==> config.mk <==
export PLATFORM = sky130hd
export DESIGN_NAME = instr_encoder
export DESIGN_NICKNAME = d
export VERILOG_FILES = /design/src/rtl/instr_encoder.sv
export SDC_FILE = /design/constraint.sdc
export NUM_CORES = 1
export LEC_CHECK = 0
export CAP_MARGIN = 20
export CORE_MARGIN = 1
export CORE_UTILIZATION = 48
export CTS_CLUSTER_DIAMETER = 150
export CTS_CLUSTER_SIZE = 25
export DETAILED_ROUTE_END_ITERATION = 12
export GPL_TIMING_DRIVEN = 0
export PLACE_DENSITY = 0.86
export SYNTH_ARGS = -nofsm -noshare
export SYNTH_HDL_FRONTEND = slang
export SYNTH_SLANG_ARGS = --single-unit
==> constraint.sdc <==
create_clock -name clk -period 4.05 [get_ports clk]
set_clock_uncertainty 0.15 [all_clocks]
set_input_delay 0.81 -clock clk [delete_from_list [all_inputs] [get_ports clk]]
set_output_delay 0.81 -clock clk [all_outputs]
set_load 0.01 [all_outputs]
==> src/rtl/instr_encoder.sv <==
// instr_encoder: packs symbolic ARM instructions into 32-bit words, streams them
// into consecutive instruction-memory slots and closes each session with a halt word.
module instr_encoder #(
  parameter logic [31:0] BASE_ADDR = 32'h0000_0000,
  parameter int          DEPTH     = 64
) (
  input  logic                       clk,
  input  logic                       reset,
  input  logic                       start,
  input  logic                       finish,
  input  logic                       in_valid,
  output logic                       in_ready,
  input  logic [3:0]                 kind,
  input  logic [3:0]                 cond,
  input  logic                       s_bit,
  input  logic                       imm_sel,
  input  logic [3:0]                 rd,
  input  logic [3:0]                 rn,
  input  logic [3:0]                 rm,
  input  logic [4:0]                 shamt,
  input  logic [23:0]                imm,
  output logic                       we,
  output logic [31:0]                waddr,
  output logic [31:0]                wdata,
  output logic                       busy,
  output logic                       done,
  output logic                       err,
  output logic [$clog2(DEPTH+1)-1:0] count
);

  localparam int          CW        = $clog2(DEPTH + 1);
  localparam logic [31:0] HALT_WORD = 32'hEAFF_FFFE;

  typedef enum logic [1:0] {IDLE, LOAD, HALT_WR, DONE} state_e;

  state_e          state_q, state_d;
  logic            haltPending_q, haltPending_d;
  logic            we_q, we_d;
  logic [31:0]     waddr_q, waddr_d;
  logic [31:0]     wdata_q, wdata_d;
  logic            err_q, err_d;
  logic [CW-1:0]   count_q, count_d;

  logic [CW-1:0]   slot;
  logic [31:0]     slotAddr;
  logic            legal;
  logic            accept;
  logic [31:0]     encWord;
  logic [3:0]      cmd;
  logic            dpS;
  logic [3:0]      dpRd;
  logic [3:0]      dpRn;
  logic [11:0]     src2;

  // A word already sitting in the write stage owns the slot at count_q.
  assign slot     = count_q + CW'(we_q);
  assign slotAddr = BASE_ADDR + (32'(slot) << 2);
  assign in_ready = (state_q == LOAD) && (32'(slot) < 32'(DEPTH - 1)) && !haltPending_q;

  always_comb begin
    legal   = 1'b1;
    cmd     = 4'b0000;
    dpS     = s_bit;
    dpRd    = rd;
    dpRn    = rn;
    src2    = imm_sel ? {4'b0000, imm[7:0]} : {shamt, 2'b00, 1'b0, rm};
    encWord = 32'h0000_0000;
    case (kind)
      4'd0: cmd = 4'b0000;
      4'd1: cmd = 4'b0010;
      4'd2: cmd = 4'b0100;
      4'd3: cmd = 4'b1100;
      4'd4: begin
        cmd  = 4'b1000;
        dpS  = 1'b1;
        dpRd = 4'd0;
      end
      4'd5: begin
        cmd  = 4'b1010;
        dpS  = 1'b1;
        dpRd = 4'd0;
      end
      4'd6: begin
        cmd  = 4'b1101;
        dpRn = 4'd0;
      end
      default: ;
    endcase
    if (kind <= 4'd6) begin
      encWord = {cond, 2'b00, imm_sel, cmd, dpS, dpRn, dpRd, src2};
    end else if (kind == 4'd7 || kind == 4'd8) begin
      encWord = {cond, 2'b01, ~imm_sel, 4'b1100, (kind == 4'd7), rn, rd,
                 imm_sel ? imm[11:0] : src2};
    end else if (kind == 4'd9) begin
      encWord = {cond, 4'b1010, imm};
    end else begin
      legal = 1'b0;
    end
  end

  // A handshake in the finish cycle owns the write stage first, so the halt waits a cycle.
  always_comb begin
    state_d       = state_q;
    haltPending_d = haltPending_q;
    we_d          = 1'b0;
    waddr_d       = waddr_q;
    wdata_d       = wdata_q;
    err_d         = err_q;
    count_d       = count_q + CW'(we_q);
    accept        = 1'b0;
    if (start) begin
      state_d       = LOAD;
      haltPending_d = 1'b0;
      count_d       = '0;
      err_d         = 1'b0;
    end else begin
      case (state_q)
        LOAD: begin
          accept = in_valid && in_ready;
          if (accept && legal) begin
            we_d    = 1'b1;
            waddr_d = slotAddr;
            wdata_d = encWord;
          end
          if (accept && !legal) err_d = 1'b1;
          if (finish) begin
            state_d = HALT_WR;
            if (accept && legal) begin
              haltPending_d = 1'b1;
            end else begin
              we_d    = 1'b1;
              waddr_d = slotAddr;
              wdata_d = HALT_WORD;
            end
          end
        end
        HALT_WR: begin
          if (haltPending_q) begin
            we_d          = 1'b1;
            waddr_d       = slotAddr;
            wdata_d       = HALT_WORD;
            haltPending_d = 1'b0;
          end else begin
            state_d = DONE;
          end
        end
        default: ;
      endcase
    end
  end

  always_ff @(posedge clk) begin
    if (reset) begin
      state_q       <= IDLE;
      haltPending_q <= 1'b0;
      we_q          <= 1'b0;
      waddr_q       <= 32'h0000_0000;
      wdata_q       <= 32'h0000_0000;
      err_q         <= 1'b0;
      count_q       <= '0;
    end else begin
      state_q       <= state_d;
      haltPending_q <= haltPending_d;
      we_q          <= we_d;
      waddr_q       <= waddr_d;
      wdata_q       <= wdata_d;
      err_q         <= err_d;
      count_q       <= count_d;
    end
  end

  assign we    = we_q;
  assign waddr = waddr_q;
  assign wdata = wdata_q;
  assign busy  = (state_q == LOAD) || (state_q == HALT_WR);
  assign done  = (state_q == DONE);
  assign err   = err_q;
  assign count = count_q;

endmodule

## Word level (Yosys, flattened, before mapping)

Index checks and enable logic that the tools add are counted.

| storage, ports and cells | value |
|---|---|
| flip-flop bits (word level) | 76 |
| bits of input ports | 56 |
| output and inout bits | 76 |

| operators by class | value |
|---|---|
| add/sub/neg operators | 1 |
| order comparisons | 2 |
| equal/unequal tests | 18 |
| multiplexer cells | 34 |
| bitwise operators | 2 |
| reduce and logical (&&, ||, !) cells | 18 |

Operators with widths:

| kind | number |
|---|---|
| 2-to-1 mux 32 bit | 11 |
| one-hot mux 32 bit (2 select lines) | 2 |
| 2-to-1 mux 12 bit | 2 |
| one-hot mux 4 bit (6 select lines) | 1 |
| == test 4 x 3 -> 1 bit, second input constant | 4 |
| AND reduction 3 bit | 4 |
| 2-to-1 mux 1 bit | 11 |
| == test 4 x 2 -> 1 bit, second input constant | 2 |
| == test 4 bit, second input constant | 2 |
| 2-to-1 mux 4 bit | 2 |
| adder 7 x 1 -> 7 bit | 1 |
| < comparator 7 x 6 -> 1 bit, second input constant | 1 |
| != test 2 bit, second input constant | 3 |
| != test 3 bit, second input constant | 2 |
| logical AND 1 bit | 5 |
| == test 2 bit, second input constant | 2 |
| == test 4 x 1 -> 1 bit, second input constant | 1 |
| less-or-equal comparator 4 x 3 -> 1 bit, second input constant | 1 |
| 2-to-1 mux 2 bit | 2 |
| one-hot mux 1 bit (2 select lines) | 2 |
| one-hot mux 2 bit (2 select lines) | 1 |
| OR reduction 2 bit | 2 |
| nonzero test 3 bit | 1 |
| == test 2 x 1 -> 1 bit, second input constant | 1 |
| other kinds (6) | 9 |

## Longest topological paths before layout

Gate-level depths: netlist of the first run.

| depth | value |
|---|---|
| depth after elaboration | 10 |
| depth in mapped cells | 9 |
| depth with buffers taken out | 7 |

## Worst setup path after synthesis of the first run

No wires, ideal clock.

| timing path | value |
|---|---|
| path type | register to output |
| from | register we_q, in the netlist we |
| to | output in_ready |
| data arrival time | 1.709 ns |
| data required time | 3.090 ns |
| setup slack | 1.381 ns |
| stages on the path, launching flop included | 7 |
| buffers on the path | 0 |
| path through | dfxtp_1 ha_1 ha_1 xor2_1 nand3_1 a2111o_1 and2_2 |

| between the ends | value |
|---|---|
| longest elaborated chain between the ends | 4 |

RTL lines:

| what | line | source |
|---|---|---|
| start: declaration | 38 | `logic we_q, we_d;` |
| start signal: assignment | 164 | `we_q <= we_d;` |
| adder 7 x 1 -> 7 bit | 56 | `assign slot = count_q + CW'(we_q);` |
| < comparator 7 x 6 -> 1 bit | 58 | `assign in_ready = (state_q == LOAD) && (32'(slot) < 32'(DEPTH - 1)) && !haltPending_q;` |
| logical AND 1 bit (2 in series) | 58 |  |
| end: declaration | 12 | `output logic in_ready,` |

No other way between the ends.

## Worst setup path in the final report of the first run

Ends and elaborated chain as after synthesis.

==> results.sh, run 1 <==
export IMPL_rsz0062_at_grt="false"
export IMPL_top_layer_used="met4"
export IMPL_path_clk_slew_ns=0.08
export IMPL_ctsHoldBuffers=0
export IMPL_whs_endpoint="err"
export IMPL_antenna_left=0
export IMPL_worst_hold_startpoint="err"
export IMPL_synth_area_leaders="dfxtp_1 (43%), a221oi_2 (12%), and2_1 (5.9%)"
export IMPL_startpoint_type="flop"
export IMPL_total_leakage_power_nw=1.85
export IMPL_placement_io_buffers=128
export IMPL_final_instance_count_excl_fill=609
export IMPL_gp_routability_congestion=0.798
export IMPL_avgSynthCellArea_um2=9.56
export IMPL_syn_inst=369
export IMPL_final_max_slew_viol_count=0
export IMPL_drive_above_1_share_pct=12.5
export IMPL_r2r_end="waddr[7]"
export IMPL_drt_pre_antenna_iters=4
export IMPL_cts_resized=0
export IMPL_placed_cell_area_mm2=0.00493
export IMPL_clock_latency_ns=0.35
export IMPL_yosys_area_top_type="dfxtp_1"
export IMPL_setup_viol=0
export IMPL_antenna_found_initial=0
export IMPL_ys_flop_type="dfxtp_1"
export IMPL_status="finished clean"
export IMPL_synth_nets=430
export IMPL_placedCellCount=593
export IMPL_n_antenna_cell=0
export IMPL_die_w_um=87.7
export IMPL_ios=132
export IMPL_synth_warnings=0
export IMPL_vias_per_cell=5.33
export IMPL_grt_use_total_pct=25.3
export IMPL_pwr_share_seq_pct=45.9
export IMPL_p_switching_w=0.000435
export IMPL_grt_remaining_overflow=0
export IMPL_vias=3244
export IMPL_internal_power_w=0.00127
export IMPL_die_h_um=87.7
export IMPL_p_per_area_mw_per_mm2=332
export IMPL_nNetsFinal=569
export IMPL_synth_compound_area_share_pct=24.2
export IMPL_synthMuxAreaShare_pct=1.81
export IMPL_period_share_pct=89.8
export IMPL_cts_root_buf="clkbuf_8"
export IMPL_r2r_cells=8
export IMPL_final_hold_viol_count=0
export IMPL_dp_slack_ns=0.658
export IMPL_max_slew_margin_pct=34.5
export IMPL_async_flop_share_pct=0
export IMPL_cts_buffers=9
export IMPL_synth_xor_area_share_pct=0.745
export IMPL_synth_ff_latch_count=76
export IMPL_finalWirelength_mm=9.34
export IMPL_ir_worst_vdd_mv=0.192
export IMPL_regToRegSetupSlack_ns=1.32
export IMPL_wl_met2_mm=4.71
export IMPL_cts_htree_levels=3
export IMPL_crit_path_cell_trace="ha_1 > ha_1 > xor2_1 > nand3_1 > a2111o_1 > and2_2 > clkdlybuf4s50_1"
export IMPL_wl_met3_um=495
export IMPL_core_area_mm2=0.00694
export IMPL_die_area_mm2=0.00769
export IMPL_drtIter0Drc=139
export IMPL_fin_setup_tns_ns=0
export IMPL_post_cts_buffers=0
export IMPL_synth_simple_area_share_pct=20.2
export IMPL_endpoint_kind="output port"
export IMPL_cp_num_buf_inv=1
export IMPL_critPathTopFamily="compound AO/OA/AOI/OAI gates"
export IMPL_synth_adder_area_share_pct=1.77
export IMPL_crit_arrival_ns=2.68
export IMPL_cts_sinks=76
export IMPL_yosysSeqAreaShare_pct=43.2
export IMPL_fin_area_mm2=0.00514
export IMPL_netlist_area_leader_share_pct=43.2
export IMPL_area_delta_synth_final_pct=45.8
export IMPL_slowest_stage="a2111o_1"
export IMPL_start_util_pct=50.8
export IMPL_grt_pass1_wl_mm=15.0
export IMPL_critPathKind="reg -> out"
export IMPL_fin_ws_ns=0.414
export IMPL_p_comb_share_pct=17.2
export IMPL_worst_ep_required_time_ns=3.09
export IMPL_cts_tree="yes"
export IMPL_synth_top_family_by_area="compound AO/OA/AOI/OAI gates"
export IMPL_wire_per_inst_um=15.3
export IMPL_num_rows=30
export IMPL_ys_types=49
export IMPL_grt_max_degree=14
export IMPL_dp_hpwl_mm=6.90
export IMPL_remaining_drc_errors=0
export IMPL_fin_util_pct=74.0
export IMPL_critPathMaxFanout=5
export IMPL_met1_length_mm=3.90
export IMPL_slowest_delay_ns=0.48
export IMPL_clkPwrFrac_pct=36.9
export IMPL_max_cap_violations=0
export IMPL_fmaxAchievable_ghz=0.275
export IMPL_syn_area_mm2=0.00353
export IMPL_grt_pass1_vias=3183
export IMPL_crit_top_cell="ha_1"
export IMPL_min_period_ns=3.64
export IMPL_p_sw_share_pct=25.5
export IMPL_r2r_start="we"
export IMPL_hold_class="reg -> reg"
export IMPL_synth_edf_count=0
export IMPL_cts_buffer_depth=2
export IMPL_min_path_cells=2
export IMPL_fillers=506
export IMPL_tightest_slew_ns=0.980
-- metrics by stage --
step | hold slack (ns) | power [W]
4_1_cts | 0.312 | 0.00172
5_1_grt | 0.329 | 0.00177
3_5_place_dp | 0.293 | 0.00109
3_3_place_gp | 0.292 | 0.00108
2_1_floorplan | 0.320 | 0.000954
6_report | 0.309 | 0.00171
-- cell usage in the layout (no fill, tap or decap), types with 11 or more instances in the layout --
cell type / count
clkdlybuf4s50_1: 128
dfxtp_1: 76
inv_1: 38
and2_1: 33
a221oi_2: 28
nor2_1: 25
nand2_1: 19
clkbuf_1: 14
o21ai_0: 13
nor2b_1: 13
a21oi_1: 11
a22oi_1: 11
-- power by group through the flow --
stage          registers (W)  clock network [W]  logic, W
2_1_floorplan       0.000811                  0  0.000143
3_3_place_gp        0.000800                  0  0.000283
3_5_place_dp        0.000801                  0  0.000290
4_1_cts             0.000784           0.000640  0.000292
5_1_grt             0.000787           0.000671  0.000315
6_report            0.000784           0.000631  0.000293
-- worst max path at each step --
stage / startpoint / endpoint / slack, ns / cells past startpoint
4_1_cts: we / in_ready / 0.40 / 7
2_1_floorplan: we / in_ready / 1.38 / 6
5_1_grt: we / in_ready / 0.23 / 7
3_3_place_gp: kind[3] / wdata[23] / 0.74 / 6
6_report: we / in_ready / 0.41 / 7
3_5_place_dp: kind[3] / wdata[23] / 0.66 / 6
-- sequential cells by signal (all words and copies together), names as in the netlist --
signal and count:
count 7, we 1, waddr 32, state_q 2, err 1, haltPending_q 1, wdata 32
-- worst min-delay path, delay by kind of cell, from the launching register on --
family	cells	cell delay [ns]
AOI/OAI and AO/OA	1	0.05
and+or+nand+nor	1	0.05
DFF	1	0.32
-- synthesized netlist by cell type, drive strengths merged, types with 5 or more instances --
library cell / number
a221oi: 32
nand2: 19
and2: 35
buf: 9
nand3: 7
or3: 7
ha: 5
dfxtp: 76
clkbuf: 15
a21oi: 11
nor2b: 13
o21ai: 14
nor2: 25
a22oi: 11
inv: 38
nor3b: 7
-- logic make-up (layout without fill, tap and decap cells) --
logic type,Yosys count,after routing
buf+inv,63,207
flops,76,76
xor+xnor,3,3
mux,6,6
fa+ha+maj,5,5
compound gates,89,89
simple gates,127,127
-- per-layer routing --
metal	GRT usage, %	vias to the layer above
met5	0	-
met4	11.8	0
met3	6.41	22
met2	43.1	110
met1	29.9	1540
li1	-	1572
-- final cells by class --
class | count | area (um^2) | share of cell area, %
buffer | 24 | 143 | 2.77
timing repair buffer | 128 | 1280 | 24.9
clock inverter | 6 | 86.3 | 1.68
sequential | 76 | 1520 | 29.6
inverter | 39 | 146 | 2.85
tap | 96 | 120 | 2.34
clock buffer | 10 | 128 | 2.48
multi-input combinational | 230 | 1720 | 33.4
No activity file was read; power rests on OpenSTA's default activity.
==> run 2, diff against run 1 <==
--- a/config.mk
+++ b/config.mk
@@ -6,7 +6,7 @@
 export NUM_CORES = 1
 export LEC_CHECK = 0
 export CAP_MARGIN = 20
-export CORE_MARGIN = 1
+export CORE_MARGIN = 5
 export CORE_UTILIZATION = 48
 export CTS_CLUSTER_DIAMETER = 150
 export CTS_CLUSTER_SIZE = 25
==> run 2 against run 1 <==
  * Largest cell class unchanged
  * Routed wire length grew 1.3%
  * Critical path depth is the same
  * Count of clock-buffer cells in the layout grew 1
  * Maximum frequency grew 0.16%
  * Critical endpoint unchanged
==> results.sh, run 2 (synthesized netlist as in run 1, its figures left out) <==
export IMPL_antenna_found_initial=0
export IMPL_drt_pre_antenna_iters=4
export IMPL_r2r_cells=8
export IMPL_grt_remaining_overflow=0
export IMPL_wl_met2_mm=4.79
export IMPL_dp_hpwl_mm=7.41
export IMPL_cts_buffers=9
export IMPL_grt_use_total_pct=21.5
export IMPL_core_area_mm2=0.00721
export IMPL_placement_io_buffers=128
export IMPL_r2r_end="waddr[5]"
export IMPL_p_per_area_mw_per_mm2=323
export IMPL_fmaxAchievable_ghz=0.275
export IMPL_n_antenna_cell=0
export IMPL_worst_ep_required_time_ns=3.09
export IMPL_cts_resized=0
export IMPL_grt_max_degree=13
export IMPL_startpoint="we"
export IMPL_grt_pass1_wl_mm=15.2
export IMPL_final_max_slew_viol_count=0
export IMPL_tightest_slew_ns=1.01
export IMPL_start_util_pct=48.9
export IMPL_startpoint_type="flop"
export IMPL_wire_per_inst_um=15.5
export IMPL_crit_arrival_ns=2.67
export IMPL_nNetsFinal=569
export IMPL_grt_pass1_vias=3208
export IMPL_gp_routability_congestion=0.874
export IMPL_regToRegSetupSlack_ns=1.35
export IMPL_max_cap_violations=0
export IMPL_ctsHoldBuffers=0
export IMPL_cts_htree_levels=3
export IMPL_cts_sinks=76
export IMPL_ios=132
export IMPL_num_rows=31
export IMPL_remaining_drc_errors=0
export IMPL_die_h_um=95.7
export IMPL_met1_length_mm=3.88
export IMPL_wl_met3_um=562
export IMPL_crit_path_end="in_ready"
export IMPL_finalWirelength_mm=9.47
export IMPL_hold_class="reg -> reg"
export IMPL_setup_viol=0
export IMPL_final_cell_mix="clkdlybuf4s50_1 (128), dfxtp_1 (76), inv_1 (38)"
export IMPL_die_area_mm2=0.00916
export IMPL_vias=3221
export IMPL_drtIter0Drc=151
export IMPL_top_layer_used="met4"
export IMPL_final_hold_viol_count=0
export IMPL_fin_setup_tns_ns=0
export IMPL_critPathKind="reg -> out"
export IMPL_endpoint_kind="output port"
export IMPL_period_share_pct=89.6
export IMPL_drive_above_1_share_pct=12.5
export IMPL_path_clk_slew_ns=0.07
export IMPL_die_w_um=95.7
export IMPL_max_slew_margin_pct=32.2
export IMPL_critPathMaxFanout=5
export IMPL_status="finished clean"
export IMPL_min_period_ns=3.63
export IMPL_antenna_left=0
export IMPL_hold_slack_ns=0.311
export IMPL_rsz0062_at_grt="false"
export IMPL_final_common_cell="clkdlybuf4s50_1"
export IMPL_area_delta_synth_final_pct=45.5
export IMPL_ir_worst_vdd_mv=0.247
export IMPL_r2r_start="we"
export IMPL_cts_buffer_depth=2
export IMPL_cts_root_buf="clkbuf_8"
export IMPL_total_leakage_power_nw=1.85
export IMPL_min_path_cells=2
export IMPL_clock_latency_ns=0.34
export IMPL_post_cts_buffers=0
export IMPL_vias_per_cell=5.27
export IMPL_fin_util_pct=71.1
export IMPL_cts_tree="yes"
-- run 2: changes by cell type in the layout (fill, tap and decap cells not counted), sizes merged --
cell	before	now
bufinv	2	1
clkbuf	25	26
clkinv	3	4
clkinvlp	1	0
inv	39	38
-- run 2: through the flow --
stage          std cells  instance area (um^2)  power (W)  setup WS, ns
6_report             611                  5130    0.00166         0.420
5_1_grt              611                  5130    0.00173         0.226
4_1_cts              611                  5130    0.00167         0.398
3_5_place_dp         596                  4930    0.00109         0.609
3_3_place_gp         596                  4930    0.00108         0.726
2_1_floorplan        369                  3530   0.000954          1.38
-- run 2: report_power, final --
group          total [W]  leakage (nW)  switching (W)  internal (W)
clock           0.000579         0.105       0.000265      0.000314
combinational   0.000292          1.13       0.000138      0.000154
sequential      0.000785         0.616      0.0000134      0.000771
-- run 2: critical path, stage by stage (launching register included) --
cell             delay, ns
dfxtp_1               0.36
ha_1                  0.22
ha_1                  0.23
xor2_1                0.24
nand3_1               0.11
a2111o_1              0.48
and2_2                0.21
clkdlybuf4s50_1       0.48
-- run 2: layer usage --
metal,global-route usage (%),up-vias
li1,-,1575
met3,5.94,18
met1,25.6,1523
met2,36.0,105
met5,0,-
met4,9.36,0
-- run 2: cell type report --
type,instances,area [um^2]
clock buffers,11,151
plain buffers,24,143
clock inverters,4,48.8
fillers,572,2080
flip-flops and latches,76,1520
well taps,99,124
inverters,39,146
repair buffers,128,1280
multi-input cells,230,1720
-- run 2: worst min-delay path by stage --
stage | start | endpoint
final | wdata[27] | wdata[27]
after global routing | wdata[21] | wdata[21]
after CTS | wdata[27] | wdata[27]
after detailed placement | waddr[1] | waddr[1]
after global placement | waddr[26] | waddr[26]
after floorplan | state_q[1] | state_q[1]
==> run 3, diff against run 2 <==
--- a/config.mk
+++ b/config.mk
@@ -7,12 +7,13 @@
 export LEC_CHECK = 0
 export CAP_MARGIN = 20
 export CORE_MARGIN = 5
-export CORE_UTILIZATION = 48
+export CORE_UTILIZATION = 60
 export CTS_CLUSTER_DIAMETER = 150
 export CTS_CLUSTER_SIZE = 25
 export DETAILED_ROUTE_END_ITERATION = 12
+export DONT_BUFFER_PORTS = 1
 export GPL_TIMING_DRIVEN = 0
-export PLACE_DENSITY = 0.86
+export PLACE_DENSITY = 0.76
 export SYNTH_ARGS = -nofsm -noshare
 export SYNTH_HDL_FRONTEND = slang
 export SYNTH_SLANG_ARGS = --single-unit
==> run 3 against run 2 <==
  * Worst hold slack better by 0.048 ns
  * Cell area down 25%
  * Non-clock buffer count down 128
  * Flip-flop and latch count unchanged
  * Combinational power down 41%
  * Sequential power up 2%
  * Largest power group unchanged
==> results.sh, run 3 (synthesized netlist as in run 1, its figures left out) <==
export IMPL_status="finished clean"
export IMPL_max_cap_violations=0
export IMPL_endpoint_kind="output port"
export IMPL_final_cell_mix="dfxtp_1 (76), inv_1 (38), and2_1 (33)"
export IMPL_cts_sinks=76
export IMPL_fin_setup_tns_ns=0
export IMPL_crit_arrival_ns=2.34
export IMPL_vias=2694
export IMPL_grt_pass1_vias=2668
export IMPL_final_hold_viol_count=0
export IMPL_fillers=484
export IMPL_crit_path_cell_trace="ha_1 > ha_1 > xor2_1 > nand3_1 > a2111o_1 > and2_2"
export IMPL_hold_class="reg -> reg"
export IMPL_startpoint_type="flop"
export IMPL_remaining_drc_errors=0
export IMPL_dp_slack_ns=1.15
export IMPL_fin_ws_ns=0.748
export IMPL_critPathMaxFanout=5
export IMPL_ctsHoldBuffers=0
export IMPL_cts_buffers=9
export IMPL_tightest_slew_ns=1.09
export IMPL_antenna_left=0
export IMPL_dp_hpwl_mm=6.31
export IMPL_max_slew_margin_pct=27.5
export IMPL_area_delta_synth_final_pct=8.52
export IMPL_setup_viol=0
export IMPL_grt_pass1_wl_mm=13.4
export IMPL_crit_top_cell="ha_1"
export IMPL_multiInputGateArea_mm2=0.00172
export IMPL_antenna_found_initial=0
export IMPL_ios=132
export IMPL_total_leakage_power_nw=1.38
export IMPL_drtIter0Drc=77
export IMPL_cts_root_buf="clkbuf_8"
export IMPL_period_share_pct=81.5
export IMPL_die_w_um=86.7
export IMPL_fmaxAchievable_ghz=0.303
export IMPL_min_period_ns=3.30
export IMPL_clock_latency_ns=0.36
export IMPL_start_util_pct=60.6
export IMPL_grt_use_total_pct=22.9
export IMPL_n_antenna_cell=0
export IMPL_drt_pre_antenna_iters=6
export IMPL_core_area_mm2=0.00582
export IMPL_die_h_um=86.7
export IMPL_worst_ep_required_time_ns=3.09
export IMPL_critPathKind="reg -> out"
export IMPL_wire_per_inst_um=18.0
export IMPL_cts_tree="yes"
export IMPL_regArea_mm2=0.00152
export IMPL_fin_util_pct=65.8
export IMPL_nNetsFinal=441
export IMPL_rsz0062_at_grt="false"
export IMPL_path_clk_slew_ns=0.08
export IMPL_final_common_cell="dfxtp_1"
export IMPL_die_area_mm2=0.00751
export IMPL_cts_buffer_depth=2
export IMPL_slowest_delay_ns=0.49
export IMPL_ir_worst_vdd_mv=0.338
export IMPL_num_rows=28
export IMPL_placement_io_buffers=0
export IMPL_cts_resized=0
export IMPL_slowest_stage="a2111o_1"
export IMPL_p_per_area_mw_per_mm2=412
export IMPL_vias_per_cell=5.86
export IMPL_gp_routability_congestion=0.860
export IMPL_drive_above_1_share_pct=16.9
export IMPL_final_max_slew_viol_count=0
export IMPL_post_cts_buffers=0
export IMPL_cts_htree_levels=3
export IMPL_grt_max_degree=16
export IMPL_finalWirelength_mm=8.29
export IMPL_grt_remaining_overflow=0
[run 3: cell types whose count changed in the layout (fill, tap and decap cells not counted)]
cell / previous run / this run
clkdlybuf4s50_1: 128 / 0
clkbuf_8: 11 / 9
clkinv_2: 2 / 0
clkinvlp_4: 0 / 2
inv_6: 0 / 2
inv_8: 0 / 1
[run 3: worst max-delay path, delay by kind of cell (launching register included)]
kind | cells | cell delay (ns)
AOI/OAI and AO/OA | 1 | 0.49
xor gates and xnor gates | 1 | 0.26
adders and majority gates | 2 | 0.45
DFF | 1 | 0.43
and+or+nand+nor | 2 | 0.36
[run 3: power breakdown]
| part | internal, W | total [W] | leakage, nW | switching (W) |
|---|---|---|---|---|
| sequential | 0.000771 | 0.000799 | 0.616 | 0.0000280 |
| clock | 0.000294 | 0.000605 | 0.0984 | 0.000311 |
| combinational | 0.0000708 | 0.000173 | 0.666 | 0.000102 |
| total | 0.00114 | 0.00158 | 1.38 | 0.000441 |
[run 3: cell type report]
class | count | area share (%)
Clock inverter | 7 | 2.16
Clock buffer | 9 | 3.24
Buffer | 24 | 3.73
Inverter | 39 | 3.83
Multi-Input combinational cell | 230 | 44.8
Tap cell | 75 | 2.45
Sequential cell | 76 | 39.8
[run 3: per-layer routing]
layer | track usage (%) | share of wire, % | vias up
met1 | 26.6 | 40 | 1254
met2 | 37.6 | 48 | 102
met5 | 0 | 0 | -
li1 | - | - | 1326
met4 | 8.36 | 1.6 | 0
met3 | 9.79 | 11 | 12
[run 3: through the flow]
step           cell area, um^2  instances  hold WS (ns)  total power, W
4_1_cts                   3830        460         0.365         0.00159
3_3_place_gp              3620        444         0.335        0.000985
5_1_grt                   3830        460         0.378         0.00164
6_report                  3830        460         0.359         0.00158
3_5_place_dp              3620        444         0.353        0.000990
2_1_floorplan             3530        369         0.320        0.000954
[run 3: path summary, 6_finish.rpt]
| check | endpoint | start | slack, ns | depth (start not counted) |
|---|---|---|---|---|
| worst min-delay path | wdata[12] | wdata[12] | 0.36 | 2 |
| worst max register to register | waddr[6] | we | 1.26 | 8 |
| worst max-delay path | in_ready | we | 0.75 | 6 |
| worst min register to register | wdata[12] | wdata[12] | 0.36 | 2 |
